File: src/rtl/cpu_types_pkg.sv
// Shared datapath types for the pipelined MIPS core.
// Memory-stage additions: memstate_t and regbits_t.
package cpu_types_pkg;

    typedef logic [31:0] word_t;
    typedef logic [4:0]  regbits_t;

    typedef enum logic [5:0] {
        RTYPE = 6'h00,
        J     = 6'h02,
        JAL   = 6'h03,
        BEQ   = 6'h04,
        BNE   = 6'h05,
        ADDI  = 6'h08,
        ORI   = 6'h0d,
        LUI   = 6'h0f,
        LW    = 6'h23,
        SW    = 6'h2b,
        HALT  = 6'h3f
    } opcode_t;

    typedef enum logic [1:0] {
        IDLE   = 2'd0,
        WAIT   = 2'd1,
        HALTED = 2'd2
    } memstate_t;

endpackage

File: src/rtl/memwb_reg.sv
// MEM/WB pipeline register: loads on i_load, loads an all-zero bubble when
// i_flush accompanies the load, synchronous active-high reset.
module memwb_reg
    import cpu_types_pkg::*;
(
    input  logic      CLK,
    input  logic      RST,
    input  logic      i_load,
    input  logic      i_flush,
    input  logic      i_writeReg,
    input  logic      i_MemtoReg,
    input  logic      i_halt,
    input  logic [1:0] i_RWDSel,
    input  opcode_t   i_opcode,
    input  word_t     i_PCInc,
    input  word_t     i_result,
    input  word_t     i_load_data,
    input  regbits_t  i_rw,
    output logic      o_writeReg,
    output logic      o_MemtoReg,
    output logic      o_halt,
    output logic [1:0] o_RWDSel,
    output opcode_t   o_opcode,
    output word_t     o_PCInc,
    output word_t     o_result,
    output word_t     o_load_data,
    output regbits_t  o_rw
);

    always_ff @(posedge CLK) begin
        if (RST || (i_load && i_flush)) begin
            o_writeReg  <= 1'b0;
            o_MemtoReg  <= 1'b0;
            o_halt      <= 1'b0;
            o_RWDSel    <= '0;
            o_opcode    <= RTYPE;
            o_PCInc     <= '0;
            o_result    <= '0;
            o_load_data <= '0;
            o_rw        <= '0;
        end else if (i_load) begin
            o_writeReg  <= i_writeReg;
            o_MemtoReg  <= i_MemtoReg;
            o_halt      <= i_halt;
            o_RWDSel    <= i_RWDSel;
            o_opcode    <= i_opcode;
            o_PCInc     <= i_PCInc;
            o_result    <= i_result;
            o_load_data <= i_load_data;
            o_rw        <= i_rw;
        end
    end

endmodule

File: src/rtl/mem_stage.sv
// MIPS memory stage: issues data-cache requests, stalls the pipeline while a
// miss is outstanding, and feeds the MEM/WB register.
module mem_stage
    import cpu_types_pkg::*;
#(
    parameter int STALL_CNT_W = 16
)(
    input  logic                   CLK,
    input  logic                   RST,
    input  logic                   enable,
    input  logic                   flush,
    input  logic                   writeRegIN,
    input  logic                   MemtoRegIN,
    input  logic                   dRENIN,
    input  logic                   dWENIN,
    input  logic                   haltIN,
    input  logic [1:0]             RWDSelIN,
    input  opcode_t                opcodeIN,
    input  word_t                  PCIncIN,
    input  word_t                  resultIN,
    input  word_t                  busBIN,
    input  regbits_t               rwIN,
    input  logic                   dhit,
    input  word_t                  dmemload,
    output logic                   dmemREN,
    output logic                   dmemWEN,
    output word_t                  dmemaddr,
    output word_t                  dmemstore,
    output logic                   writeRegOUT,
    output logic                   MemtoRegOUT,
    output logic                   haltOUT,
    output logic [1:0]             RWDSelOUT,
    output opcode_t                opcodeOUT,
    output word_t                  PCIncOUT,
    output word_t                  resultOUT,
    output word_t                  loadOUT,
    output regbits_t               rwOUT,
    output logic                   mem_stall,
    output logic [STALL_CNT_W-1:0] stall_cnt
);

    memstate_t              r_state, w_next;
    logic                   w_memop, w_req, w_stall, w_load;
    logic [STALL_CNT_W-1:0] r_stall_cnt;

    assign w_memop = dRENIN | dWENIN;

    always_ff @(posedge CLK) begin
        if (RST) r_state <= IDLE;
        else     r_state <= w_next;
    end

    // Requests are gated by RST so an outstanding miss drops immediately.
    always_comb begin
        w_next  = r_state;
        w_req   = 1'b0;
        w_stall = 1'b0;
        case (r_state)
            IDLE: begin
                w_req = w_memop;
                if (w_memop && !dhit) begin
                    w_stall = 1'b1;
                    w_next  = WAIT;
                end
            end
            WAIT: begin
                w_req   = 1'b1;
                w_stall = ~dhit;
                if (dhit) w_next = IDLE;
            end
            HALTED: ;
            default: w_next = IDLE;
        endcase
        if (RST) begin
            w_req   = 1'b0;
            w_stall = 1'b0;
        end
        w_load = enable & ~w_stall & (r_state != HALTED);
        if (w_load && !flush && haltIN) w_next = HALTED;
    end

    assign dmemREN   = w_req & dRENIN;
    assign dmemWEN   = w_req & dWENIN & ~dRENIN;
    assign dmemaddr  = resultIN;
    assign dmemstore = busBIN;
    assign mem_stall = w_stall;

    always_ff @(posedge CLK) begin
        if (RST)
            r_stall_cnt <= '0;
        else if (w_stall && (r_stall_cnt != '1))
            r_stall_cnt <= r_stall_cnt + 1'b1;
    end
    assign stall_cnt = r_stall_cnt;

    memwb_reg u_memwb (
        .CLK         (CLK),
        .RST         (RST),
        .i_load      (w_load),
        .i_flush     (flush),
        .i_writeReg  (writeRegIN),
        .i_MemtoReg  (MemtoRegIN),
        .i_halt      (haltIN),
        .i_RWDSel    (RWDSelIN),
        .i_opcode    (opcodeIN),
        .i_PCInc     (PCIncIN),
        .i_result    (resultIN),
        .i_load_data (dmemload),
        .i_rw        (rwIN),
        .o_writeReg  (writeRegOUT),
        .o_MemtoReg  (MemtoRegOUT),
        .o_halt      (haltOUT),
        .o_RWDSel    (RWDSelOUT),
        .o_opcode    (opcodeOUT),
        .o_PCInc     (PCIncOUT),
        .o_result    (resultOUT),
        .o_load_data (loadOUT),
        .o_rw        (rwOUT)
    );

endmodule

File: config.mk
export PLATFORM = sky130hd
export DESIGN_NAME = mem_stage
export DESIGN_NICKNAME = d
export VERILOG_FILES = /design/src/rtl/cpu_types_pkg.sv /design/src/rtl/memwb_reg.sv /design/src/rtl/mem_stage.sv
export SDC_FILE = /design/constraint.sdc
export NUM_CORES = 1
export LEC_CHECK = 0
export ABC_CLOCK_PERIOD_IN_PS = 2900
export CAP_MARGIN = 5
export CORE_AREA = 2 2 135 137
export CTS_BUF_LIST = sky130_fd_sc_hd__clkbuf_16
export CTS_CLUSTER_DIAMETER = 80
export DETAILED_ROUTE_END_ITERATION = 7
export DIE_AREA = 0 0 137 139
export PLACE_DENSITY = 0.69
export SLEW_MARGIN = 15
export SYNTH_ARGS = -nofsm -noshare
export SYNTH_HDL_FRONTEND = slang
export SYNTH_SLANG_ARGS = --single-unit
File: constraint.sdc
create_clock -name CLK -period 2.9 [get_ports CLK]
set_clock_uncertainty 0.15 [all_clocks]
set_input_delay 0.435 -clock CLK [delete_from_list [all_inputs] [get_ports CLK]]
set_output_delay 0.435 -clock CLK [all_outputs]
set_load 0.02 [all_outputs]
# [After elaboration in Yosys (flattened, before gate mapping)]
# Index checks and enable logic that the tools add are counted.
[classes] bitwise_logic=10 n_reduce_logical=12 magnitude_cmp=0 add_sub_neg=1 div=0 multipliers=0 shifts=0 eq_ne=9 muxes=9
[op_table] operator="16-bit by 1-bit adder with 16-bit output, second input constant" n=1
[op_table] operator="16-bit != test, second input constant" n=1
[op_table] operator="2-bit != test, second input constant" n=4
[op_table] operator="2-bit 2-to-1 mux" n=3
[op_table] operator="3-bit != test, second input constant" n=2
[op_table] operator="2-bit case mux with 3 select lines" n=1
[op_table] operator="3-bit AND reduction" n=2
[op_table] operator="1-bit bitwise AND" n=5
[op_table] operator="1-bit logical AND" n=5
[op_table] operator="1-bit inverter" n=4
[op_table] operator="1-bit case mux with 2 select lines" n=2
[op_table] operator="1-bit 2-to-1 mux" n=3
[op_table] operator="2-bit by 1-bit equality test with 1-bit output, second input constant" n=1
[op_table] operator="2-bit equality test, second input constant" n=1
[op_table] operator="1-bit zero test" n=2
[op_table] operator="2-bit zero test" n=1
[op_table] operator="2-bit OR reduction" n=1
[op_table] operator="1-bit logical OR" n=1
[op_table] operator="1-bit bitwise OR" n=1
[totals] word_cells=53 register_bits=130 in_bits=151 mem_bits_rw=0 latch_bits=0 n_memories=0 rom_bits=0

# [Depth between registers and ports, before layout]
# Gate-level depths: netlist of run 1.
[logic_depth] depth_word=12 ltp_mapped=7 ltp_nobuf=5

# [Modules after synthesis]
# A second synthesis of run 1 with hierarchy kept.
[hier_totals] hier_cells=671 area_unflattened_um2=6411.1
[modules_own_cells] module="memwb_reg" area_each_um2=4956.0 cells_per_inst=500 n_inst=1 seq_area_each_um2=2242.2
[modules_own_cells] module="mem_stage" area_each_um2=1455.1 cells_per_inst=171 n_inst=1 seq_area_each_um2=360.3

# [Least setup slack after synthesis of run 1]
# OpenSTA, ideal clock, no wires.
[synth_path] path_kind="register to register" from="reg r_stall_cnt[0] (netlist: stall_cnt[0])" to="reg r_stall_cnt[1] (netlist: stall_cnt[1])" path_slack_ps=669 path_buffers=0 path_stages_with_launch=6 t_required_ps=2629 arrival_ps=1961 cell_sequence="dfxtp_1 > ha_1 > nand4_1 > nor4_1 > nor2_1 > mux2_2"
[synth_via] elab_chain_cells=2 word_cells_on_any_way=3 cone_classes="add/sub (1); eq/ne (1); reduce/logical (1)"
[synth_rtl] element="start: declaration" line_no="mem_stage.sv:44" text="logic [STALL_CNT_W-1:0] r_stall_cnt;"
[synth_rtl] element="start signal: assignment" line_no="mem_stage.sv:92" text="r_stall_cnt <= r_stall_cnt + 1'b1;"
[synth_rtl] element="parallel branches: the longest is 2 deep, another holds 16-bit by 1-bit adder with 16-bit output"
# Parallel ways; which one is timed is not known.
# A chain may end at the register's enable or synchronous reset.

# [Worst setup path after layout of run 1]
[layout_path] from="in RST" to="out dmemWEN"
[layout_via] elab_chain_cells=3
[layout_rtl] element="start: declaration" line_no="mem_stage.sv:9" text="input logic RST,"
[layout_rtl] element="1-bit 2-to-1 mux" line_no="mem_stage.sv:74" text="if (RST) begin"
[layout_rtl] element="1-bit bitwise AND (2 in a row)" line_no="mem_stage.sv:83" text="assign dmemWEN = w_req & dWENIN & ~dRENIN;"
[layout_rtl] element="end: declaration" line_no="mem_stage.sv:26" text="output logic dmemWEN,"
# No other way between the ends.

==> metrics.txt, run 1 <==
#FFs+latches synth=130; Mapped Cells=664; first-pass GRT wire length=approximately 24000 um; GRT Resource Usage Total=15.8%; Power Density=563 nW/um^2; Power, Total=4.74 mW; outcome=finished clean; crit-path leading delay family=buffers and inverters; DRT Pass-1 Iters=5; area grow syn2layout=60.6%; final core occ=47.7%; combinational family with the most area after synthesis=simple AND/OR/NAND/NOR gates; final hold vios=0; Final period util=between 80 and 90%; Synth area leaders=dfxtp_1 50%, nand2_1 16%, a21oi_1 11%; largest net degree at the start of global routing=76; IO buf count=281; count leader, synth=nand2_1; Mapped Nets=816; RD Place Congestion=approximately 0.80; CTS Hold Bufs=0; Synth Area in Adders=less than 1%; Worst Hold Class=flop to flop; switching share of power=26.8%; fmax=391 MHz; largest buffer count on any clock path=2; initial detailed-routing violation count=between 200 and 250; clk slew on worst S/H paths=~60 ps; Nets=~1000; EDFF count, synth=0; sequential fraction of design power=40.6%; Worst Path Buf+Inv=3; die area=between 15000 and 20000 um^2; Synth top area share=about half; Worst Setup End Kind=primary output; Int Pwr=3.47 mW; Synth Area in Simple Gates=around 22%; # rows=49; Synth async-reset ratio=0%; area fraction in compound gates after synthesis=14.5%; Final HPWL DP=about 11000 um; XOR/XNOR Fraction of Synth Area=0%; DR DRC count=0; mux contribution to synthesized area=0.643%; Die Ht=139 um; Synth Warn #=0; number of max-cap violations=0; Worst Tran Pin Value=559 ps; list of most frequent post-synthesis cells=228 x nand2_1, 130 x dfxtp_1, 120 x a21oi_1; ANT cells=0; Fin Setup TNS=0 ps; CP peak stage delay=650 ps; antenna violations before repair=0; slew margin rel.=62.4%; CTS Sinks=130; CTS tree=yes; Slew Limit Fails=0; Core ar.=roughly 18000 um^2; crit-path max FO=6; P_sw=1.27 mW; CTS Buf Count=17; vias per std cell=4.59; clock group share of total power=41.5%; post-CTS setup buffer count=0; Syn Std Cell Area=5250 um^2; root buf cell=clkbuf_16; Final ANT Viol Nets=0; crit-path most repeated cell=clkdlybuf4s50_1; Routed Wire Length=~16000 um; sequential fraction of the synthesis area=49.6%; chip width=roughly 140 um; CTS resizes=0; WL per Instance=between 10 and 15 um; vias in the first global route=4802; # setup viols final=0; H-Tree Depth=4; Setup crit start kind=input port; Initial Util=29.7%; unrepaired setup endpoints after global routing=no; Final Critical Period=2550 ps; CP max-delay cell=clkdlybuf4s50_1; I/O pin count=346; Worst Path Arrival=1970 ps; top_reg_cell synth=dfxtp_1; routed vias=5111; Critical Path RT=2320 ps; synth unique cells=39; critical path type=input port to primary output; layout cell share with drive strength beyond 1=5.66%; synthesized area per cell=just under 8 um^2; aggregate global routing overflow=0; combinational share of power=17.9%; peak supply drop=0.360 mV; most area-hungry cell type in the Yosys netlist=dfxtp_1; worst path cell trace=clkdlybuf4s50_1 -> buf_4 -> nor4b_1 -> clkdlybuf4s50_1; LEAKAGE=3.03 nW; worst skew pair latency=410 ps
[logic make-up after synthesis]
kind of cell,after synthesis
adder cells (fa/ha/maj),1
AO/OA/AOI/OAI,140
flip-flops,130
buffers and inverters,111
multiplexers,3
AND/OR/NAND/NOR,279
[flip-flops by register name, indices dropped and copies added, names as in the netlist, 2 cells and up]
register	count
u_memwb.o_RWDSel	2
u_memwb.o_PCInc	32
u_memwb.o_rw	5
u_memwb.o_load_data	32
u_memwb.o_opcode	6
stall_cnt	16
r_state	2
u_memwb.o_result	32
[worst register-to-register path, stage by stage, from the launching register on]
cell	delay [ps]
dfxtp_1	400
ha_1	210
nand4_1	190
nor4_1	580
buf_4	240
nor2_1	50
mux2_2	260
[layout make-up]
cell class | instances | area (um^2)
multi-input combinational | 423 | 1990
timing repair buffer | 294 | 2990
sequential | 130 | 2600
fill | 1753 | 9230
tap | 229 | 287
clock inverter | 13 | 115
clock buffer | 17 | 425
inverter | 7 | 26.3
[power by group through the flow]
stage	sequential, mW	clock [mW]	combinational, mW
2_1_floorplan	2.07	0	0.351
3_3_place_gp	1.96	0	0.853
3_5_place_dp	1.96	0	0.857
4_1_cts	1.93	2.03	0.860
5_1_grt	1.93	2.12	0.914
6_report	1.92	1.97	0.848
[worst paths after layout]
kind	to	slack, ps	from	cells past startpoint
setup / recovery	dmemWEN	350	RST	4
hold / removal	u_memwb.o_result[13]	300	u_memwb.o_result[13]	2
setup reg to reg	stall_cnt[1]	710	stall_cnt[0]	6
hold reg to reg	u_memwb.o_result[13]	300	u_memwb.o_result[13]	2
[per-layer routing]
metal | global-route usage, % | routed length (um) | part of all wire [%] | vias up
li1 | - | - | - | 2545
met1 | 17.1 | 6300 | 41 | 2327
met2 | 26.0 | 7340 | 47 | 205
met3 | 7.20 | 1490 | 9.6 | 34
met4 | 7.27 | 406 | 2.6 | 0
met5 | 0 | 0 | 0 | -
[metrics by stage]
step                hold slack (ps)  cell area [um^2]  cells  worst slack [ps]
finish                          301              8430   1113               346
global route                    318              8430   1113               281
CTS                             303              8430   1113               334
detailed placement              295              7890   1083               260
global placement                290              7890   1083               286
floorplan                       383              5250    664               669
[cells in the final DEF, fill, tap and decap left out, drive strengths merged]
cell,instances
clkdlybuf4s50,281
nand2,228
dfxtp,130
a21oi,120
clkbuf,17
buf,13
inv,9
nor3,8
clkinvlp,7
nand3,6
nor2,6
nand4,5
or3,5
nor2b,4
nor4,4
or4,4
mux2,3
o31ai,3
o311ai,3
o41ai,3
clkinv,3
nor4b,2
and3,2
o21ai,2
o211a,2
nor3b,1
or2b,1
o211ai,1
a21o,1
and2,1
a41oi,1
a211oi,1
and4b,1
a311oi,1
o31a,1
o21a,1
nand3b,1
ha,1
bufinv,1
(Power assumes the default switching activity.)
==> inputs of run 2 (changes only) <==
--- a/config.mk
+++ b/config.mk
@@ -12,6 +12,7 @@
 export CTS_CLUSTER_DIAMETER = 80
 export DETAILED_ROUTE_END_ITERATION = 7
 export DIE_AREA = 0 0 137 139
+export GPL_TIMING_DRIVEN = 0
 export PLACE_DENSITY = 0.69
 export SLEW_MARGIN = 15
 export SYNTH_ARGS = -nofsm -noshare
==> run 2 against run 1 <==
Net effect: routed wire length rose by 17%; final cell count grew 11%; hold slack improved by 1.5 ps; first-iteration DRC count shrank 24%; critical path type unchanged; largest cell class unchanged.
==> metrics.txt, run 2 (synthesis results as in run 1) <==
number of max-cap violations=0 (unchanged); final hold vios=0 (unchanged); Nets=1148 (+12%); peak supply drop=0.376 mV (+4.4%); Core ar.=17700 um^2 (unchanged); Final Critical Period=2770 ps (+216 ps); clk slew on worst S/H paths=50 ps (about the same); Die Ht=139 um (unchanged); final worst setup slack=130 ps (-216 ps); Fin Setup TNS=0 ps (unchanged); CTS Sinks=130 (unchanged); Power Density=547 nW/um^2 (-2.7%); GR Layer Usage met1=20.7% (+3.5 points); hold path endpoint=u_memwb.o_result[12]; IO buf count=313 (+11%); met3 Use GR=7.93% (+0.73 points); Routed Wire Length=18100 um (+17%); worst skew pair latency=410 ps (about the same); R2R depth=6 (unchanged); Worst Tran Pin Value=937 ps (+379 ps); ANT cells=0 (unchanged); layout cell share with drive strength beyond 1=11.6% (+5.9 points); leading cell types in the layout, fill and taps excluded=313 x clkdlybuf4s50_1, 227 x nand2_1, 130 x dfxtp_1; crit-path max FO=10 (+4); die area=19000 um^2 (unchanged); # setup viols final=0 (unchanged); CTS tree=yes; Worst Hold Class=flop to flop; CTS Buf Count=17 (unchanged); chip width=137 um (unchanged); Final period util=95.5% (+7.4 points); clock group share of total power=42.4% (+0.9 points); initial detailed-routing violation count=167 (-24%); design area=9280 um^2 (+10%); Int Pwr=3.72 mW (+7.3%); R2R Path End=u_memwb.o_result[13]; root buf cell=clkbuf_16; DRT Pass-1 Iters=4 (-1); Setup crit start kind=input port; Reg2Reg Setup Slack=440 ps (-270 ps); sequential fraction of design power=38.0% (-2.6 points); Worst Path Arrival=2190 ps (+220 ps); Initial Util=29.7% (unchanged); routed vias=5524 (+8.1%); reg2reg start=r_state[1]; fmax=361 MHz (-7.8%); Final ANT Viol Nets=0 (unchanged); Hold Path Depth=2 (unchanged); largest net degree at the start of global routing=17 (-78%); P_sw=1.35 mW (+6.3%); Critical Path RT=2320 ps (about the same); most common cell after layout, fill and taps aside=clkdlybuf4s50_1; I/O pin count=346 (unchanged); slew margin rel.=37.0% (-25 points); hold_sp=u_memwb.o_result[12]; post-place setup slack=-435 ps (-695 ps); WL per Instance=14.6 um (+4.9%); DP Area=8670 um^2 (+9.9%); antenna violations before repair=0 (unchanged); vias per std cell=4.46 (-2.8%); switching share of power=26.6% (-0.19 points); Worst Setup End Kind=primary output; Top Registers=u_memwb.o_PCInc (32), u_memwb.o_load_data (32), u_memwb.o_result (32); LEAKAGE=3.50 nW (+15%); vias in the first global route=5169 (+7.6%); final core occ=52.6% (+4.8 points); DR DRC count=0 (unchanged); area grow syn2layout=76.7%; Final HPWL DP=13900 um (+24%); Slew Limit Fails=0 (unchanged); H-Tree Depth=4 (unchanged); post-CTS setup buffer count=0 (unchanged); placed insts=1206 (+11%); critical path type=input port to primary output; Most Crowded Layer GR=met2; aggregate global routing overflow=0 (unchanged); outcome=finished clean; largest buffer count on any clock path=2 (unchanged); GR Layer Usage met2=32.3% (+6.3 points); unrepaired setup endpoints after global routing=no; RD Place Congestion=0.814 (+1.6%); first-pass GRT wire length=27400 um (+15%); filler instances=1731 (-1.3%); GRT Resource Usage Total=18.5% (+2.8 points); # rows=49 (unchanged); combinational share of power=19.6% (+1.7 points); Cell Count, Final, Fillers Out=1238 (+11%)
## run 2: cell types whose count changed in the layout (fill, tap and decap cells not counted), sizes merged
cell | previous run | this run
buf | 13 | 80
clkdlybuf4s50 | 281 | 313
clkinv | 3 | 5
clkbuf | 17 | 41
bufinv | 1 | 3
clkinvlp | 7 | 5
## run 2: critical path, stage by stage
cell             delay, ps
clkdlybuf4s50_1        430
buf_2                  210
nor3_1                 260
nand2_2                180
inv_1                   80
clkdlybuf4s50_1        600
## run 2: area by class of cell
| cell class | count | area, um^2 | share of cell area [%] |
|---|---|---|---|
| sequential | 130 | 2600 | 28.0 |
| buffer | 104 | 649 | 7.00 |
| clock buffer | 17 | 425 | 4.58 |
| clock inverter | 15 | 168 | 1.81 |
| multi-input combinational | 423 | 1990 | 21.4 |
| timing repair buffer | 313 | 3130 | 33.8 |
| tap | 229 | 287 | 3.09 |
| inverter | 7 | 26.3 | 0.283 |
## run 2: how the worst max path moves through the flow
stage	from	end	slack, ps	cells past startpoint
after floorplan	stall_cnt[0]	stall_cnt[1]	670	5
after global routing	RST	mem_stall	10	6
after global placement	dWENIN	u_memwb.o_result[9]	-370	8
after detailed placement	dWENIN	u_memwb.o_result[27]	-440	8
after CTS	dWENIN	u_memwb.o_result[27]	8	8
final	RST	mem_stall	130	6
## run 2: metrics by stage
step,hold WS (ps),power (mW)
2_1_floorplan,383,2.43
5_1_grt,318,5.32
4_1_cts,303,5.15
6_report,302,5.08
3_3_place_gp,291,2.96
3_5_place_dp,296,2.97
## run 2: repair_timing
item,CTS,global route
endpoints found under the setup margin,0,81
resized for setup,0,6
hold buffers,0,0
## run 2: power by group through the flow
stage	combinational (mW)	clock [mW]	sequential (mW)
after floorplan	0.351	0	2.07
after global placement	0.999	0	1.96
after detailed placement	1.00	0	1.97
after CTS	1.01	2.21	1.93
after global routing	1.07	2.31	1.94
final	0.997	2.15	1.93
## run 2: metal layers
layer | part of all wire, % | up-vias
li1 | - | 2812
met1 | 39 | 2489
met2 | 50 | 213
met5 | 0 | -
met3 | 9.8 | 10
met4 | 0.75 | 0
==> inputs of run 3 (changes only) <==
--- a/config.mk
+++ b/config.mk
@@ -7,14 +7,15 @@
 export LEC_CHECK = 0
 export ABC_CLOCK_PERIOD_IN_PS = 2900
 export CAP_MARGIN = 5
-export CORE_AREA = 2 2 135 137
+export CORE_AREA = 2 2 134 136
 export CTS_BUF_LIST = sky130_fd_sc_hd__clkbuf_16
 export CTS_CLUSTER_DIAMETER = 80
 export DETAILED_ROUTE_END_ITERATION = 7
-export DIE_AREA = 0 0 137 139
+export DIE_AREA = 0 0 136 138
 export GPL_TIMING_DRIVEN = 0
-export PLACE_DENSITY = 0.69
+export PLACE_DENSITY = 0.77
 export SLEW_MARGIN = 15
 export SYNTH_ARGS = -nofsm -noshare
 export SYNTH_HDL_FRONTEND = slang
+export SYNTH_HIERARCHICAL = 1
 export SYNTH_SLANG_ARGS = --single-unit
==> run 3 against run 2 <==
Net effect: setup slack improved by 20 ps; hold slack got worse by 190 ps; area after synthesis is 22% higher; non-clock buffer count increased by 15; global-route usage up 2.1 points; critical endpoint is now u_memwb/o_result[8]; largest cell class unchanged; largest power group unchanged; highest routed layer unchanged.
==> metrics.txt, run 3 <==
Mapped Nets=823 (+0.86%); antenna violations before repair=0 (unchanged); EDFF count, synth=0 (unchanged); DRT Pass-1 Iters=4 (unchanged); unrepaired setup endpoints after global routing=no; sequential fraction of the synthesis area=40.6% (-9.0 points); Synth area leaders=dfxtp_1 41%, o32ai_2 20%, buf_4 7.5%; die area=18800 um^2 (-1.4%); count leader, synth=dfxtp_1; R2R depth=7 (+1); worst skew pair latency=410 ps (about the same); placed insts=1212 (+0.50%); Min Hold Slack=115 ps (-187 ps); Nets=1155 (+0.61%); Synth async-reset ratio=0% (unchanged); Slew Limit Fails=0 (unchanged); vias per std cell=4.80 (+7.5%); synth unique cells=43 (+10%); design area=10400 um^2 (+12%); CTS Buf Count=17 (unchanged); fmax=364 MHz (+0.72%); Reg2Reg Setup Slack=300 ps (-140 ps); leading cell types in the layout, fill and taps excluded=311 x clkdlybuf4s50_1, 130 x dfxtp_1, 119 x inv_1; DP Area=9820 um^2 (+13%); Core ar.=17500 um^2 (-0.69%); Syn Std Cell Area=6410 um^2 (+22%); top_reg_cell synth=dfxtp_1; area grow syn2layout=61.9%; Power Density=475 nW/um^2 (-13%); IO buf count=312 (-0.32%); Final ANT Viol Nets=0 (unchanged); final core occ=59.2% (+6.7 points); Worst Setup End Kind=flop; Power, Total=4.93 mW (-3.0%); crit-path max FO=10 (unchanged); # setup viols final=0 (unchanged); routed vias=5946 (+7.6%); Final HPWL DP=14600 um (+5.3%); GRT Resource Usage Total=20.6% (+2.1 points); CTS Sinks=130 (unchanged); number of max-cap violations=0 (unchanged); largest net degree at the start of global routing=17 (unchanged); list of most frequent post-synthesis cells=130 x dfxtp_1, 117 x inv_1, 116 x nand2_1; Worst Hold Class=input port to flop; aggregate global routing overflow=0 (unchanged); root buf cell=clkbuf_16; Die Ht=138 um (-0.72%); Synth top area share=40.6% (-9.0 points); vias in the first global route=5864 (+13%); Worst Path Arrival=2860 ps (+670 ps); first-pass GRT wire length=30600 um (+12%); initial detailed-routing violation count=177 (+6.0%); ANT cells=0 (unchanged); Cell Count, Final, Fillers Out=1240 (+0.16%); peak supply drop=0.382 mV (+1.7%); clk slew on worst S/H paths=50 ps (about the same); layout cell share with drive strength beyond 1=21.8% (+10 points); final worst setup slack=149 ps (+19.9 ps); most area-hungry cell type in the Yosys netlist=dfxtp_1; largest buffer count on any clock path=2 (unchanged); I/O pin count=346 (unchanged); H-Tree Depth=4 (unchanged); critical path type=input port to flop; Hold Path Depth=2 (unchanged); Worst Tran Pin Value=720 ps (-217 ps); RD Place Congestion=0.828 (+1.7%); LEAKAGE=3.65 nW (+4.5%); chip width=136 um (-0.73%); CTS tree=yes; post-place setup slack=-642 ps (-207 ps); reg2reg start=r_state[0]; Top Registers=u_memwb/o_PCInc (32), u_memwb/o_load_data (32), u_memwb/o_result (32); outcome=finished clean; DR DRC count=0 (unchanged); final hold vios=0 (unchanged); Multi-input gate area=2580 um^2 (+30%); slew margin rel.=52.0% (+15 points); Synth Warn #=6 (+6); Critical Path RT=3010 ps (+690 ps); # rows=49 (unchanged); CTS Hold Bufs=0 (unchanged); Mapped Cells=671 (+1.1%); R2R Path End=u_memwb/o_result[8]; Fin Setup TNS=0 ps (unchanged); Routed Wire Length=19600 um (+7.9%); Final Critical Period=2750 ps (-19.9 ps); synthesized area per cell=9.55 um^2 (+21%); #FFs+latches synth=130 (unchanged); hold path endpoint=stall_cnt[10]; Setup crit start kind=input port; WL per Instance=15.8 um (+7.7%); hold_sp=RST; Initial Util=36.6% (+6.8 points); filler instances=1532 (-11%); Final period util=94.8% (-0.69 points); sequential cell area=2600 um^2 (unchanged); most common cell after layout, fill and taps aside=clkdlybuf4s50_1
## run 3: changes by cell type after synthesis, sizes merged, moves of 3 or more
cell	previous run	this run
nor2	6	1
nand2	228	117
a21oi	120	10
buf	80	97
inv	7	117
mux2	3	0
nor2b	4	0
o31ai	3	6
nor3	8	3
o32ai	0	112
## run 3: where the power goes
| part | switching, mW | internal [mW] | leakage (nW) |
|---|---|---|---|
| Combinational | 0.529 | 0.530 | 2.34 |
| Clock | 0.752 | 1.22 | 0.260 |
| Sequential | 0.0367 | 1.86 | 1.06 |
## run 3: worst max-delay path by stage
| stage | start | depth (start not counted) | endpoint |
|---|---|---|---|
| after floorplan | dWENIN | 7 | u_memwb/o_load_data[10] |
| after global routing | dWENIN | 10 | u_memwb/o_PCInc[28] |
| after CTS | dhit | 6 | mem_stall |
| after global placement | dWENIN | 10 | u_memwb/o_result[29] |
| after detailed placement | dWENIN | 10 | u_memwb/o_result[29] |
| final | dWENIN | 8 | u_memwb/o_result[8] |
## run 3: worst max-delay path, cell delays in order
cell and delay, ps:
clkdlybuf4s50_1 440, or3_4 420, nand2_2 150, clkbuf_4 220, and3_1 160, buf_2 240, buf_1 590, o32ai_2 200
## run 3: metal layers
metal,track usage (%),up-vias,routed length [um]
met2,34.9,224,9700
li1,-,2933,-
met5,0,-,0
met4,7.24,0,399
met1,24.1,2760,7730
met3,7.08,29,1730
## run 3: cell type report
cell class,instances,area share (%)
Timing Repair Buffer,313,30.2
Sequential cell,130,25.1
Multi-Input combinational cell,305,24.9
Buffer,119,7.81
Inverter,117,4.23
Clock buffer,17,4.10
Tap cell,229,2.76
Clock inverter,10,0.964
## run 3: cells by family (layout without fill, tap and decap cells)
group / count (synthesis) / after routing / share of synthesized area, %
buffers and inverters: 236 / 576 / 19.2
AO/OA/AOI/OAI: 145 / 145 / 28.3
AND/OR/NAND/NOR: 159 / 159 / 11.7
flip-flops: 130 / 130 / 40.6
adder cells (fa/ha/maj): 1 / 1 / 0.195
## run 3: what timing repair did
item                       CTS  global route
cloned                       0             0
resized for setup            5            19
setup buffers                0             1
setup endpoints to repair   83            73
pin swaps                    0             1
